### config.mk
export PLATFORM = sky130hd
export DESIGN_NAME = pwm_fade_sequencer
export DESIGN_NICKNAME = d
export VERILOG_FILES = /design/src/rtl/pwm_fade_sequencer.sv
export SDC_FILE = /design/constraint.sdc
export NUM_CORES = 1
export LEC_CHECK = 0
export CORE_ASPECT_RATIO = 0.6
export CORE_UTILIZATION = 45
export DETAILED_ROUTE_END_ITERATION = 12
export GPL_TIMING_DRIVEN = 0
export PLACE_DENSITY = 0.67
export SYNTH_ARGS = -nofsm -noshare
export SYNTH_HDL_FRONTEND = slang
export SYNTH_SLANG_ARGS = --single-unit
### constraint.sdc
create_clock -name sysclk -period 11 [get_ports sysclk]
set_input_delay 2.2 -clock sysclk [delete_from_list [all_inputs] [get_ports sysclk]]
set_output_delay 2.2 -clock sysclk [all_outputs]
set_load 0.01 [all_outputs]
### src/rtl/pwm_fade_sequencer.sv
// pwm_fade_sequencer
//   Command-driven controller for the LED PWM datapath. Parses byte frames
//   delivered by the SPI slave and drives one 8-bit PWM compare value per
//   channel, either by immediate set or by a timed linear fade to a target.
//
//   Frame byte0 = {op[3:0], 2'b00, ch[1:0]}; ch=3 broadcasts to all channels.
//     op 0x1 SET      2 bytes  byte1 = value
//     op 0x2 FADE     3 bytes  byte1 = target, byte2 = rate (0 -> immediate set)
//     op 0x3 STOP     1 byte   freeze compare value, clear busy
//     op 0x4 BREATHE  2 bytes  byte1 = rate (0 -> 1); only with PWM_BREATHE_EN
//
//   Build option: define PWM_BREATHE_EN to add the BREATHE op (continuous
//   0->255->0 triangle ramp). Without it op 0x4 is rejected like any unknown op.
//
// Ports
//   sysclk          system clock
//   rst_n           synchronous reset, active low
//   spi_dout        received SPI byte, valid while spi_drdy=1
//   spi_drdy        one-cycle pulse per received byte
//   spi_cs_falling  one-cycle pulse, frame start
//   spi_cs_rising   one-cycle pulse, frame end / commit point
//   comp            compare values, channel i at [8i+7:8i]
//   busy            bit i set while channel i is fading / breathing
//   frame_err       last frame rejected; cleared by the next accepted frame

module pwm_fade_sequencer #(
    parameter int CHANNELS      = 3,
    parameter int PRESCALE_BITS = 16
) (
    input  logic                  sysclk,
    input  logic                  rst_n,
    input  logic [7:0]            spi_dout,
    input  logic                  spi_drdy,
    input  logic                  spi_cs_falling,
    input  logic                  spi_cs_rising,
    output logic [8*CHANNELS-1:0] comp,
    output logic [CHANNELS-1:0]   busy,
    output logic                  frame_err
);

    localparam logic [3:0] OP_SET     = 4'h1;
    localparam logic [3:0] OP_FADE    = 4'h2;
    localparam logic [3:0] OP_STOP    = 4'h3;
`ifdef PWM_BREATHE_EN
    localparam logic [3:0] OP_BREATHE = 4'h4;
`endif
    localparam logic [2:0] CH_LIM     = 3'(CHANNELS);

    // State name = number of bytes received so far; OVER = more than three.
    typedef enum logic [2:0] {S_IDLE, S_B0, S_B1, S_B2, S_B3, S_OVER} state_t;

    typedef struct packed {
        logic       vld;
        logic [3:0] op;
        logic [7:0] val;
        logic [7:0] rate;
    } cmd_t;

    state_t state_q, state_d;
    logic [3:0] op_q;
    logic [1:0] ch_q;
    logic [7:0] b1_q, b2_q;

    logic [2:0] cnt_cur, cnt_eff, req;
    logic [3:0] e_op;
    logic [1:0] e_ch;
    logic [7:0] e_b1, e_b2;
    logic       in_frame, ch_ok, frame_ok, eval;
    logic [CHANNELS-1:0] ch_mask;
    cmd_t       cmd;

    logic [PRESCALE_BITS-1:0] presc_q;
    logic                     tick;

    // ------------------------------------------------------------------
    // Frame parser
    // ------------------------------------------------------------------
    always_comb begin
        state_d  = state_q;
        eval     = 1'b0;
        in_frame = (state_q != S_IDLE);

        case (state_q)
            S_B1:    cnt_cur = 3'd1;
            S_B2:    cnt_cur = 3'd2;
            S_B3:    cnt_cur = 3'd3;
            S_OVER:  cnt_cur = 3'd4;
            default: cnt_cur = 3'd0;
        endcase

        // A byte arriving on the commit cycle is part of the frame, so the
        // evaluation sees the byte count and fields including it.
        cnt_eff = (spi_drdy && in_frame && cnt_cur != 3'd4) ? cnt_cur + 3'd1 : cnt_cur;
        e_op    = (spi_drdy && state_q == S_B0) ? spi_dout[7:4] : op_q;
        e_ch    = (spi_drdy && state_q == S_B0) ? spi_dout[1:0] : ch_q;
        e_b1    = (spi_drdy && state_q == S_B1) ? spi_dout      : b1_q;
        e_b2    = (spi_drdy && state_q == S_B2) ? spi_dout      : b2_q;

        case (e_op)
            OP_SET:     req = 3'd2;
            OP_FADE:    req = 3'd3;
            OP_STOP:    req = 3'd1;
`ifdef PWM_BREATHE_EN
            OP_BREATHE: req = 3'd2;
`endif
            default:    req = 3'd0;
        endcase

        ch_ok    = (e_ch == 2'd3) || ({1'b0, e_ch} < CH_LIM);
        // req==0 marks an unknown op; it also stops a 0-byte frame from
        // matching a stale op left in op_q.
        frame_ok = (req != 3'd0) && (cnt_eff == req) && ch_ok;

        if (spi_cs_falling) begin
            state_d = S_B0;
        end else if (spi_cs_rising && in_frame) begin
            eval    = 1'b1;
            state_d = S_IDLE;
        end else if (spi_drdy) begin
            case (state_q)
                S_B0:    state_d = S_B1;
                S_B1:    state_d = S_B2;
                S_B2:    state_d = S_B3;
                S_B3:    state_d = S_OVER;
                default: state_d = state_q;
            endcase
        end

        for (int i = 0; i < CHANNELS; i++)
            ch_mask[i] = (e_ch == 2'd3) || (e_ch == i[1:0]);

        cmd.vld  = eval && frame_ok;
        cmd.op   = e_op;
        cmd.val  = e_b1;
        cmd.rate = (e_op == OP_FADE) ? e_b2 : e_b1;
    end

    always_ff @(posedge sysclk) begin
        if (!rst_n) begin
            state_q   <= S_IDLE;
            op_q      <= 4'h0;
            ch_q      <= 2'd0;
            b1_q      <= 8'h00;
            b2_q      <= 8'h00;
            frame_err <= 1'b0;
        end else begin
            state_q <= state_d;
            if (spi_drdy && state_q == S_B0) begin
                op_q <= spi_dout[7:4];
                ch_q <= spi_dout[1:0];
            end
            if (spi_drdy && state_q == S_B1) b1_q <= spi_dout;
            if (spi_drdy && state_q == S_B2) b2_q <= spi_dout;
            if (eval) frame_err <= !frame_ok;
        end
    end

    // Free-running step time base; never restarted by a commit.
    always_ff @(posedge sysclk) begin
        if (!rst_n) presc_q <= '0;
        else        presc_q <= presc_q + 1'b1;
    end
    assign tick = &presc_q;

    // ------------------------------------------------------------------
    // Per-channel fade engines
    // ------------------------------------------------------------------
    for (genvar g = 0; g < CHANNELS; g++) begin : g_lane
        logic [7:0] comp_q, tgt_q, reload_q, rcnt_q, step_comp;
        logic       busy_q, step_busy, sel;
`ifdef PWM_BREATHE_EN
        logic       brth_q, down_q, step_down;
`endif

        assign sel = cmd.vld && ch_mask[g];

        // Next compare value when the rate counter expires. Fades move one
        // LSB toward the target and never pass it, so no wrap is possible.
        always_comb begin
            step_comp = (comp_q < tgt_q) ? comp_q + 8'd1 : comp_q - 8'd1;
            step_busy = (step_comp != tgt_q);
`ifdef PWM_BREATHE_EN
            step_down = down_q;
            if (brth_q) begin
                step_busy = 1'b1;
                if (!down_q) begin
                    if (comp_q == 8'hFF) begin
                        step_comp = 8'hFE;
                        step_down = 1'b1;
                    end else begin
                        step_comp = comp_q + 8'd1;
                    end
                end else begin
                    if (comp_q == 8'h00) begin
                        step_comp = 8'h01;
                        step_down = 1'b0;
                    end else begin
                        step_comp = comp_q - 8'd1;
                    end
                end
            end
`endif
        end

        // A commit takes priority over a step landing on the same cycle.
        always_ff @(posedge sysclk) begin
            if (!rst_n) begin
                comp_q   <= 8'h00;
                tgt_q    <= 8'h00;
                reload_q <= 8'h00;
                rcnt_q   <= 8'h00;
                busy_q   <= 1'b0;
`ifdef PWM_BREATHE_EN
                brth_q   <= 1'b0;
                down_q   <= 1'b0;
`endif
            end else if (sel) begin
                case (cmd.op)
                    OP_SET: begin
                        comp_q <= cmd.val;
                        busy_q <= 1'b0;
                    end
                    OP_FADE: begin
                        if (cmd.rate == 8'd0) begin
                            comp_q <= cmd.val;
                            busy_q <= 1'b0;
                        end else begin
                            tgt_q    <= cmd.val;
                            reload_q <= cmd.rate;
                            rcnt_q   <= cmd.rate;
                            busy_q   <= (comp_q != cmd.val);
                        end
                    end
                    OP_STOP: busy_q <= 1'b0;
`ifdef PWM_BREATHE_EN
                    OP_BREATHE: begin
                        reload_q <= (cmd.rate == 8'd0) ? 8'd1 : cmd.rate;
                        rcnt_q   <= (cmd.rate == 8'd0) ? 8'd1 : cmd.rate;
                        busy_q   <= 1'b1;
                    end
`endif
                    default: ;
                endcase
`ifdef PWM_BREATHE_EN
                brth_q <= (cmd.op == OP_BREATHE);
                down_q <= 1'b0;
`endif
            end else if (tick && busy_q) begin
                if (rcnt_q == 8'd1) begin
                    rcnt_q <= reload_q;
                    comp_q <= step_comp;
                    busy_q <= step_busy;
`ifdef PWM_BREATHE_EN
                    down_q <= step_down;
`endif
                end else begin
                    rcnt_q <= rcnt_q - 8'd1;
                end
            end
        end

        assign comp[8*g +: 8] = comp_q;
        assign busy[g]        = busy_q;
    end

endmodule

== Yosys cells after proc, flatten, opt, wreduce, memory -nomap -nowiden ==
Cells that the tools add are included.
Storage, ports and cells
  register bits after elaboration: 141
  input port bits: 13
  output and inout bits: 28
  word-level logic and storage cells: 181
Cells by class
  add/sub/neg operators: 11
  magnitude comparators: 4
  equality and inequality tests: 37
  muxes and demuxes: 54
  bitwise operators: 2
  reductions and logical operators: 50
Operator list (count)
  8-bit 2-to-1 mux: 27
  8-bit inequality test: 6
  8-bit by 1-bit subtractor with 8-bit output (second input constant): 6
  3-bit AND reduction: 9
  8-bit by 1-bit adder with 8-bit output (second input constant): 3
  8-bit by 1-bit equality test with 1-bit output (second input constant): 3
  8-bit < comparator: 3
  3-bit case mux with 4 select lines: 2
  3-bit by 2-bit inequality test with 1-bit output (second input constant): 6
  1-bit 2-to-1 mux: 17
  16-bit by 1-bit adder with 16-bit output (second input constant): 1
  8-bit case mux with 2 select lines: 1
  16-bit AND reduction: 1
  1-bit logical AND: 15
  4-bit AND reduction: 3
  2-bit nonzero test: 6
  3-bit by 1-bit inequality test with 1-bit output (second input constant): 3
  3-bit nonzero test: 3
  4-bit by 2-bit equality test with 1-bit output (second input constant): 2
  8-bit zero test: 1
  3-bit by 2-bit equality test with 1-bit output (second input constant): 2
  3-bit equality test (second input constant): 2
  2-bit by 1-bit inequality test with 1-bit output (second input constant): 3
  2-bit inequality test (second input constant): 3
  22 further kinds: 30

== Logic depth before layout (Yosys ltp) ==
  depth after elaboration: 12
  gate-level depth with buffers: 18
  gate-level depth less buffers: 17

== Worst setup path before layout ==
OpenSTA, ideal clock, no wires.
  path type: input -> register
  start: input spi_drdy
  end: register g_lane[0].rcnt_q[3]
  library setup time: 0.086 ns
  arrival time: 4.376 ns
  required time: 10.914 ns
  path slack: 6.538 ns
  cell stages on the path: 10
  path buffers: 3
  cell sequence: buf_2 nand2_1 a21oi_1 or3_1 or3_1 buf_4 a21oi_1 buf_4 mux2_2 a211oi_1
Between the ends
  cells in the longest elaborated chain, start to end: 11
  elaborated cells on any way between the ends: 34
  classes of those cells: order compare (1); eq/ne (7); mux (10); reduce/logical (16)
RTL lines
  start, declared: RTL line 33  | input logic spi_drdy,
  1-bit logical AND: RTL line 94, 95
  4-bit 2-to-1 mux
  4-bit by 2-bit equality test with 1-bit output (tied with other cells): RTL line 99  | case (e_op)
  2-bit case mux with 3 select lines: RTL line 99
  3-bit equality test / 3-bit nonzero test (equally long branches): RTL line 112  | frame_ok = (req != 3'd0) && (cnt_eff == req) && ch_ok;
  1-bit logical AND (2 in a row): RTL line 112
  1-bit logical AND: RTL line 132  | cmd.vld = eval && frame_ok;
  1-bit logical AND: RTL line 175  | assign sel = cmd.vld && ch_mask[g];
  2-bit inequality test (no line) (tied with other cells)
  3-bit AND reduction (no line)
  end signal, assigned: RTL line 230  | rcnt_q <= cmd.rate;
  end signal, assigned: RTL line 250  | rcnt_q <= reload_q;
  end signal, assigned: RTL line 257  | rcnt_q <= rcnt_q - 8'd1;
  end, declared: RTL line 169  | logic [7:0] comp_q, tgt_q, reload_q, rcnt_q, step_comp;
Parallel ways exist; a longest one is shown, timed or not. The select of a mux whose other input is x is not followed.
A chain may end at the register's enable or synchronous reset.

== Worst setup path in the final report ==
  start: input spi_drdy
  end: register g_lane[0].rcnt_q[6]
Same word-level chain as after synthesis.

==> results.tsv <==
metric	value	unit
numPortBuffers	40	
cp-start-kind	primary input	
path_clk_slew	60	ps
critPathKind	primary input to register	
synth_edf_count	0	
hold_viol_final	0	
wl_per_cell	19.09	um
layout_min_cycle_time	5879	ps
dieWidth	186.5	um
drc_errors	0	
numClockSinks	141	
grtUsageTotal	27.32	%
wl_met2	11160	um
synth_area_leaders	dfxtp_1, ha_1, nor2_1	
required	11280	ps
synth_cell_types	67	
synth-seq-cells	141	
ios	41	
htreeDepth	4	
cts_resized	0	
netlist_top_cells_count	nor2_1, dfxtp_1, nand2_1	
period_share	53.44	%
ys_warn_count	0	
antenna_found_initial	1	
netlist_area	0.009189	mm^2
post-synth-top-area-cell	dfxtp_1	
grt_pass1_wl	44560	um
areaGrowthSynthToFinish	14.52	%
core	0.02002	mm^2
peakVddDrop	0.0001166	V
grt_overflow	0	
grt_max_degree	17	
clk_path_buf_depth	2	
final_nets	1269	
gp_congestion	0.9795	
cts_setup_buffers	0	
die_h	112.7	um
setup_violations	0	
synth.avg_cell_area	8.067	um^2
wirelength	28330	um
via_count	8561	
end_kind	register	
hpwl	20770	um
ys.flop_type	dfxtp_1	
hp-class	register to register	
worst_pin_slew	1110	ps
viasPerCell	5.769	
slew_headroom	24.07	%
crit_fanout	10	
top_layer	met4	
worst_slack	5121	ps
synth_nets	1210	
setup_tns	0	ps
wl_met3	2618	um
cap_viol_max_count	0	
synth_top_area_share	30.72	%
drive_above_1_share	6.942	%
preCtsSetupSlack	4850	ps
ant_nets	0	
drv_slew	0	
synth_most_common_cell	nor2_1	
powerDensity	109.6	mW/mm^2
cts_hold_buf	0	
dieArea	0.02101	mm^2
drt-met1-wl	14190	um
async_flop_share	0	%
seq_area_frac_synth	30.72	%
rsz0062_at_grt	false	
drt_pass1_iterations	5	
start_util	45.90	%
postSynthCellCount	1139	
total_leakage_power	3.915	nW
row_count	40	
root_buffer	clkbuf_16	
grt_pass1_vias	7832	
tritoncts	yes	
fmax	0.1701	GHz
status	finished clean	
cts-buffers-inserted	17	
cp.arrival	6160	ps
clk_latency	430	ps
drt_iter0_markers	1022	
finClkSkew	14.55	ps
[final cells by class]
type / count / area, um^2
Multi-Input combinational cell: 879 / 5843
Buffer: 70 / 339.1
Antenna cell: 1 / 2.502
Inverter: 49 / 183.9
Sequential cell: 141 / 2823
Timing Repair Buffer: 40 / 400.4
Fill cell: 1908 / 9497
Tap cell: 273 / 341.6
Clock inverter: 12 / 136.4
Clock buffer: 19 / 452.9
[report_power, final]
part	switching (mW)	internal, mW
sequential	0.00256	0.513
clock	0.240	0.347
combinational	0.0353	0.0157
[registers in the layout, indices dropped and copies added (netlist names), 3 cells and up]
signal	flops
g_lane.reload_q	24
b1_q	8
state_q	3
g_lane.tgt_q	24
g_lane.rcnt_q	24
op_q	4
presc_q	16
g_lane.comp_q	24
g_lane.busy_q	3
b2_q	8
[per-stage QoR]
| stage | power (mW) | instances | utilization [%] | hold WS (ps) | area, um^2 |
|---|---|---|---|---|---|
| global route | 1.184 | 1483 | 52.55 | 467.4 | 10520 |
| finish | 1.153 | 1484 | 52.56 | 458.6 | 10520 |
| detailed placement | 0.5763 | 1452 | 49.61 | 445.7 | 9931 |
| CTS | 1.157 | 1483 | 52.55 | 457.1 | 10520 |
| global placement | 0.5754 | 1452 | 49.61 | 440.3 | 9931 |
| floorplan | 0.5537 | 1139 | - | 426.3 | 9189 |
[cells by family after synthesis]
family | count (synthesis) | share of synthesized area (%)
fa+ha+maj | 58 | 8.143
xor+xnor | 95 | 9.055
mux | 65 | 7.435
simple gates | 402 | 20.23
buf+inv | 119 | 5.692
compound gates | 259 | 18.72
flops | 141 | 30.72
[cell usage in the layout (no fill, tap or decap), types with 7 or more instances in the layout]
cell | Yosys | layout
a211oi_1 | 56 | 56
a21o_1 | 13 | 13
a21oi_1 | 87 | 87
buf_2 | 19 | 19
buf_4 | 10 | 10
clkbuf_1 | 37 | 37
clkbuf_16 | 0 | 17
clkdlybuf4s50_1 | 0 | 40
dfxtp_1 | 141 | 141
ha_1 | 55 | 55
inv_1 | 48 | 48
mux2i_1 | 57 | 57
nand2_1 | 92 | 92
nand2b_1 | 11 | 11
nand3_1 | 16 | 16
nand4_1 | 19 | 19
nor2_1 | 174 | 174
nor2b_1 | 8 | 8
nor3_1 | 24 | 24
nor3b_1 | 7 | 7
nor4_1 | 7 | 7
o211ai_1 | 11 | 11
o21ai_0 | 32 | 32
o31ai_1 | 8 | 8
or3_1 | 10 | 10
xnor2_1 | 55 | 55
xor2_1 | 40 | 40
[per-layer routing]
layer  vias to the layer above  global-route usage [%]
li1                       4128                       -
met1                      4030                   41.61
met2                       369                   37.74
met3                        34                   6.223
met4                         0                   7.432
met5                         -                       0
[critical path, stage by stage]
cell	delay, ps
clkdlybuf4s50_1	550
buf_2	240
nor4bb_1	510
buf_2	370
mux2i_1	460
clkbuf_1	750
mux2i_1	590
a21oi_1	380
a211oi_2	100
[worst paths after layout]
kind / endpoint / slack (ps) / cells past startpoint / startpoint
min: g_lane[2].reload_q[4]$_SDFFE_PN0P_ / 460 / 2 / g_lane[2].reload_q[4]$_SDFFE_PN0P_
max reg2reg: g_lane[1].busy_q$_SDFFE_PN0P_ / 6190 / 17 / g_lane[1].comp_q[0]$_SDFFE_PN0P_
min reg2reg: g_lane[2].reload_q[4]$_SDFFE_PN0P_ / 460 / 2 / g_lane[2].reload_q[4]$_SDFFE_PN0P_
max: g_lane[0].rcnt_q[6]$_SDFFE_PN0P_ / 5120 / 9 / spi_drdy
(Power assumes the default switching activity.)
